<file path="config.mk">
export PLATFORM = sky130hd
export DESIGN_NAME = mem_io_bridge_flat
export DESIGN_NICKNAME = d
export VERILOG_FILES = /design/src/rtl/mem_pkg.sv /design/src/rtl/mem_io_bridge_if.sv /design/src/rtl/mem_io_bridge_io_timer.sv /design/src/rtl/mem_io_bridge.sv /design/src/flat_wrapper.sv
export SDC_FILE = /design/constraint.sdc
export NUM_CORES = 1
export LEC_CHECK = 0
export BUFFER_PORTS_ARGS = -buffer_cell sky130_fd_sc_hd__buf_2
export CAP_MARGIN = 25
export CORE_MARGIN = 10
export CORE_UTILIZATION = 37
export CTS_CLUSTER_SIZE = 8
export DETAILED_ROUTE_END_ITERATION = 6
export GPL_TIMING_DRIVEN = 1
export PLACE_DENSITY = 0.68
export SYNTH_ARGS = -nofsm -noshare
export SYNTH_HDL_FRONTEND = slang
export SYNTH_SLANG_ARGS = --single-unit
</file>
<file path="constraint.sdc">
create_clock -name clk -period 1.95 [get_ports clk]
set_input_delay 0.195 -clock clk [delete_from_list [all_inputs] [get_ports clk]]
set_output_delay 0.195 -clock clk [all_outputs]
set_load 0.01 [all_outputs]
</file>
<file path="src/rtl/mem_pkg.sv">
// mem_pkg: shared mem_cmd encodings and the bridge address map (RAM below RAM_TOP, I/O registers above)
package mem_pkg;
  typedef enum logic [1:0] {MNONE = 2'b00, MREAD = 2'b01, MWRITE = 2'b10} mem_cmd_e;
  localparam logic [8:0] RAM_TOP     = 9'h0FF;
  localparam logic [8:0] ADDR_LED    = 9'h100;
  localparam logic [8:0] ADDR_SW     = 9'h140;
  localparam logic [8:0] ADDR_TCOUNT = 9'h180;
  localparam logic [8:0] ADDR_TCMP   = 9'h181;
  localparam logic [8:0] ADDR_TCTRL  = 9'h182;
  localparam logic [8:0] ADDR_TSTAT  = 9'h183;
endpackage

</file>
<file path="src/rtl/mem_io_bridge_if.sv">
// mem_io_bridge_if: CPU memory bus (mem_cmd, mem_addr, write_data in; read_data out) with master/slave modports
import mem_pkg::*;
interface mem_io_bridge_if;
  mem_cmd_e    mem_cmd;
  logic [8:0]  mem_addr;
  logic [15:0] write_data;
  logic [15:0] read_data;
  modport master (output mem_cmd, mem_addr, write_data, input read_data);
  modport slave (input mem_cmd, mem_addr, write_data, output read_data);
endinterface

</file>
<file path="src/rtl/mem_io_bridge_io_timer.sv">
// io_timer: prescaled compare timer with sticky read-to-clear flag; ports clk/reset, decoded write/read strobes, i_wdata, register views o_count/o_cmp/o_en/o_flag
module io_timer #(
  parameter int PRESCALE = 50
) (
  input  logic        clk,
  input  logic        reset,
  input  logic        i_wr_count,
  input  logic        i_wr_cmp,
  input  logic        i_wr_ctrl,
  input  logic        i_rd_stat,
  input  logic [15:0] i_wdata,
  output logic [15:0] o_count,
  output logic [15:0] o_cmp,
  output logic        o_en,
  output logic        o_flag
);
  localparam int PW = PRESCALE > 1 ? $clog2(PRESCALE) : 1;
  logic [PW-1:0] r_pre;
  logic [15:0]   r_count, r_cmp;
  logic          r_en, r_flag;
  logic          w_tick, w_hit;
  assign w_tick = r_en && (r_pre == PW'(PRESCALE - 1));
  assign w_hit  = w_tick && (r_count == r_cmp);
  always_ff @(posedge clk)
    if (reset) begin
      r_pre   <= '0;
      r_count <= '0;
      r_cmp   <= 16'hFFFF;
      r_en    <= 1'b0;
      r_flag  <= 1'b0;
    end else begin
      r_pre   <= i_wr_ctrl ? '0 : !r_en ? r_pre : w_tick ? '0 : r_pre + PW'(1);
      r_count <= i_wr_count ? i_wdata : w_hit ? '0 : w_tick ? r_count + 16'd1 : r_count;
      if (i_wr_cmp) r_cmp <= i_wdata;
      if (i_wr_ctrl) r_en <= i_wdata[0];
      r_flag  <= w_hit | (r_flag & ~i_rd_stat);
    end
  assign o_count = r_count;
  assign o_cmp   = r_cmp;
  assign o_en    = r_en;
  assign o_flag  = r_flag;
endmodule

</file>
<file path="src/rtl/mem_io_bridge.sv">
// mem_io_bridge: decodes CPU accesses to RAM or I/O (LED, synchronized switches, io_timer); ports clk/reset, bus slave, ram_dout/ram_write, sw_in, led_out, timer_irq
module mem_io_bridge import mem_pkg::*; #(
  parameter int PRESCALE = 50,
  parameter int SW_W     = 8
) (
  input  logic            clk,
  input  logic            reset,
  mem_io_bridge_if.slave  bus,
  input  logic [15:0]     ram_dout,
  output logic            ram_write,
  input  logic [SW_W-1:0] sw_in,
  output logic [SW_W-1:0] led_out,
  output logic            timer_irq
);
  logic            w_wr, w_rd, w_ram;
  logic [SW_W-1:0] r_led, r_sw1, r_sw2;
  logic [15:0]     w_count, w_cmp;
  logic            w_en, w_flag;
  assign w_wr      = bus.mem_cmd == MWRITE;
  assign w_rd      = bus.mem_cmd == MREAD;
  assign w_ram     = bus.mem_addr <= RAM_TOP;
  assign ram_write = w_wr && w_ram;
  io_timer #(.PRESCALE(PRESCALE)) u_timer (
    .clk       (clk),
    .reset     (reset),
    .i_wr_count(w_wr && bus.mem_addr == ADDR_TCOUNT),
    .i_wr_cmp  (w_wr && bus.mem_addr == ADDR_TCMP),
    .i_wr_ctrl (w_wr && bus.mem_addr == ADDR_TCTRL),
    .i_rd_stat (w_rd && bus.mem_addr == ADDR_TSTAT),
    .i_wdata   (bus.write_data),
    .o_count   (w_count),
    .o_cmp     (w_cmp),
    .o_en      (w_en),
    .o_flag    (w_flag)
  );
  always_ff @(posedge clk)
    if (reset) begin
      r_led <= '0;
      r_sw1 <= '0;
      r_sw2 <= '0;
    end else begin
      r_sw1 <= sw_in;
      r_sw2 <= r_sw1;
      if (w_wr && bus.mem_addr == ADDR_LED) r_led <= bus.write_data[SW_W-1:0];
    end
  always_comb
    bus.read_data = !w_rd                      ? 16'h0000 :
                    w_ram                      ? ram_dout :
                    bus.mem_addr == ADDR_LED    ? 16'(r_led) :
                    bus.mem_addr == ADDR_SW     ? 16'(r_sw2) :
                    bus.mem_addr == ADDR_TCOUNT ? w_count :
                    bus.mem_addr == ADDR_TCMP   ? w_cmp :
                    bus.mem_addr == ADDR_TCTRL  ? {15'b0, w_en} :
                    bus.mem_addr == ADDR_TSTAT  ? {15'b0, w_flag} : 16'h0000;
  assign led_out   = r_led;
  assign timer_irq = w_flag;
endmodule

</file>
<file path="src/flat_wrapper.sv">
// flat-port wrapper written by rule: the top's interface ports become plain ports
module mem_io_bridge_flat import mem_pkg::*;
#(
  parameter int PRESCALE = 50,
  parameter int SW_W     = 8
)
  (clk, reset, ram_dout, ram_write, sw_in, led_out, timer_irq, bus_mem_cmd, bus_mem_addr, bus_write_data, bus_read_data);
  mem_io_bridge_if bus_i ();
  input  logic clk;
  input  logic reset;
  input  logic [15:0] ram_dout;
  output logic ram_write;
  input  logic [SW_W-1:0] sw_in;
  output logic [SW_W-1:0] led_out;
  output logic timer_irq;
  input wire logic [$bits(bus_i.mem_cmd)-1:0] bus_mem_cmd;
  input wire logic [$bits(bus_i.mem_addr)-1:0] bus_mem_addr;
  input wire logic [$bits(bus_i.write_data)-1:0] bus_write_data;
  output wire logic [$bits(bus_i.read_data)-1:0] bus_read_data;
  assign bus_i.mem_cmd = bus_mem_cmd;
  assign bus_i.mem_addr = bus_mem_addr;
  assign bus_i.write_data = bus_write_data;
  assign bus_read_data = bus_i.read_data;
  mem_io_bridge #(.PRESCALE(PRESCALE), .SW_W(SW_W)) u_core (.clk(clk), .reset(reset), .bus(bus_i), .ram_dout(ram_dout), .ram_write(ram_write), .sw_in(sw_in), .led_out(led_out), .timer_irq(timer_irq));
endmodule
</file>
==> impl_metrics.env <==
export IMPL_status="complete, but fails checks"
export IMPL_violations="negative setup slack"
export IMPL_wl_per_cell_um=16.86
export IMPL_globalRoute_totalOverflow=0
export IMPL_grt_pass1_wl_mm=16.39
export IMPL_min_delay_path_class="input port to flip-flop"
export IMPL_cellLeakagePower_nw=1.812
export IMPL_hpwl_mm=7.573
export IMPL_synth_area_top_cells="dfxtp_1 37%, nand2_1 7.1%, xnor2_1 4.3%"
export IMPL_min_period_ps=1963
export IMPL_r2r_end="u_core.u_timer.o_count[5]"
export IMPL_syn_inst=395
export IMPL_peakVddDrop_uv=507.8
export IMPL_ys_ff_latch=64
export IMPL_critical_path_class="input port to primary output"
export IMPL_initial_utilization_pct=37.99
export IMPL_synth_avg_cell_area_um2=8.844
export IMPL_gp_congestion=0.8513
export IMPL_place_ws_ps=-55.24
export IMPL_fin_crit_sh_pct=100.6
export IMPL_hold_start="sw_in[4]"
export IMPL_power_density_nw_per_um2=575.0
export IMPL_stdcell_area_um2=4464
export IMPL_fillers=876
export IMPL_yosysUniqueCellTypes=51
export IMPL_dp_cells=591
export IMPL_die_w_um=117.2
export IMPL_cp_cell_sequence="buf_2, or4b_4, nor4_4, buf_6, a221oi_1, a211oi_1, buf_2"
export IMPL_clock_root_buffer="clkbuf_8"
export IMPL_rsz0062_at_grt="true"
export IMPL_max_freq_mhz=509.5
export IMPL_power_mw=2.567
export IMPL_cp_slowest_stage_delay_ps=580
export IMPL_synth_top_area_share_pct=36.68
export IMPL_clockBufferDepth=2
export IMPL_grt_max_degree=38
export IMPL_path_clk_slew_ps=70
export IMPL_r2r_start="u_core.u_timer.o_count[13]"
export IMPL_cts_buffers=9
export IMPL_critPathBufInv=3
export IMPL_syn_nets=451
export IMPL_stdcell_count=613
export IMPL_h_tree_depth=3
export IMPL_nets=552
export IMPL_drt_iter0_drc=258
export IMPL_tritoncts="yes"
export IMPL_core_um2=9196
export IMPL_hold_path_cell_count=2
export IMPL_crit_fanout=9
export IMPL_synth_ff_type="dfxtp_1"
export IMPL_clock_skew_ps=4.562
export IMPL_final_cell_mix="78 x buf_2, 66 x nand2_1, 61 x dfxtp_1"
export IMPL_worstSetupStartpoint="bus_mem_addr[6]"
export IMPL_slowest_stage="or4b_4"
export IMPL_r2r_setup_slack_ps=110
export IMPL_finalHoldViolCount=0
export IMPL_drt_pre_antenna_iters=6
export IMPL_layout_drive_gt1_share_pct=34.53
export IMPL_postPlaceCellArea_um2=4200
export IMPL_pin_count=79
export IMPL_synth_largest_area_cell="dfxtp_1"
export IMPL_antenna_found_initial=1
export IMPL_end_kind="primary output"
export IMPL_numClockSinks=64
export IMPL_die_area_um2=13730
export IMPL_die_h_um=117.2
export IMPL_drtAntennaViolNets=0
export IMPL_critPathLaunchType="input port"
export IMPL_grt_pass1_vias=3374
export IMPL_holdPathEnd="u_core.r_sw1[4]"
export IMPL_holdBufCountCts=0
export IMPL_clk_latency_ps=350
export IMPL_worst_slew_margin_rel_pct=72.43
export IMPL_async_reset_ff_share_pct=0
export IMPL_layout_commonest_cell="buf_2"
export IMPL_slew_violations=0
export IMPL_vias=3257
export IMPL_synth_edf_count=0
export IMPL_track_usage_pct=15.13
export IMPL_crit_family="simple AND/OR/NAND/NOR gates"
export IMPL_worstMarginPinSlew_ps=409.8
export IMPL_drt_wl_total_mm=10.33
export IMPL_area_delta_synth_final_pct=27.79
export IMPL_vias_per_cell=5.313
export IMPL_worst_slack_ps=-12.63
export IMPL_io_buffer_count=78
export IMPL_syn_area_um2=3493
export IMPL_cp_required_ps=1750
export IMPL_ys_seq_area_share_pct=36.68
export IMPL_synth_yosys_warnings=0
export IMPL_rows=35
export IMPL_crit_top_cell="buf_2"
export IMPL_crit_arrival_ps=1770
export IMPL_reg2reg_depth=6
export IMPL_cap_violations=0
export IMPL_setup_viol=2
export IMPL_drc_errors=0
[report_power, final]
group	switching [mW]	internal, mW	leakage, nW
registers	0.00337	1.32	0.521
logic	0.122	0.113	1.21
clock network	0.551	0.456	0.0772
total	0.676	1.89	1.81
[worst max-delay path by stage]
| stage | end | depth (start not counted) |
|---|---|---|
| 6_report | bus_read_data[3] | 7 |
| 2_1_floorplan | u_core.u_timer.o_count[5] | 7 |
| 4_1_cts | bus_read_data[0] | 5 |
| 3_3_place_gp | bus_read_data[12] | 8 |
| 3_5_place_dp | bus_read_data[3] | 7 |
| 5_1_grt | bus_read_data[13] | 8 |
[synthesized netlist by cell type (all sizes together), types with 2 or more instances]
cell,count
o32ai,2
nand2,66
a211oi,9
a221oi,7
nand4,3
and3,5
a2bb2oi,2
a21o,4
nand2b,2
nand3,15
buf,10
a222oi,8
a21oi,9
nor4,5
nor3b,3
nor2,38
or4,2
xor2,17
xnor2,17
mux2,8
o31ai,4
o21ai,11
ha,3
and4,2
dfxtp,64
mux2i,10
nor4b,2
inv,4
nor2b,18
clkbuf,17
nand3b,17
nor3,2
[final cells by class]
cell class	count	area [um2]	share of cell area [%]
timing repair buffer	117	778.2	17.43
multi-input combinational	300	2072	46.41
sequential	64	1285	28.78
inverter	4	15.01	0.3363
clock inverter	7	48.80	1.093
clock buffer	9	123.9	2.775
tap	111	138.9	3.111
antenna	1	2.502	0.05605
[metal layers]
layer	global-route usage (%)	wire length (um)	vias to the layer above
li1	-	-	1596
met1	17.58	4352	1528
met2	25.45	4957	117
met3	4.332	782	16
met4	6.425	241	0
met5	0	0	-
[stage by stage]
step | utilization (%) | TNS [ps] | hold WS, ps
2_1_floorplan | - | 0 | 307.6
3_3_place_gp | 45.67 | -295.4 | 403.0
3_5_place_dp | 45.67 | -680.2 | 410.5
4_1_cts | 47.89 | 0 | 37.78
5_1_grt | 48.54 | -756.6 | 45.13
6_report | 48.54 | -15.31 | 44.51
[cells by family after synthesis]
logic type | synth area share, %
buffers and inverters | 4.727
XOR/XNOR | 8.524
AO/OA/AOI/OAI | 13.79
multiplexers | 6.089
AND/OR/NAND/NOR | 29.12
adder cells (fa/ha/maj) | 1.075
flip-flops | 36.68
[flip-flops by register name, indices dropped and copies added (netlist names)]
signal / count
u_core.r_sw2: 8
u_core.u_timer.o_flag: 1
u_core.u_timer.o_count: 16
u_core.u_timer.r_pre: 6
u_core.r_sw1: 8
u_core.led_out: 8
u_core.u_timer.o_cmp: 16
u_core.u_timer.o_en: 1
[what timing repair did]
item	4_1_cts	5_1_grt
hold endpoints to repair	0	0
gates resized for setup	5	5
gates cloned	0	1
pin swaps	2	2
setup buffers	2	2
endpoints found under the setup margin	16	22
Power figures use the tool's default switching activity.
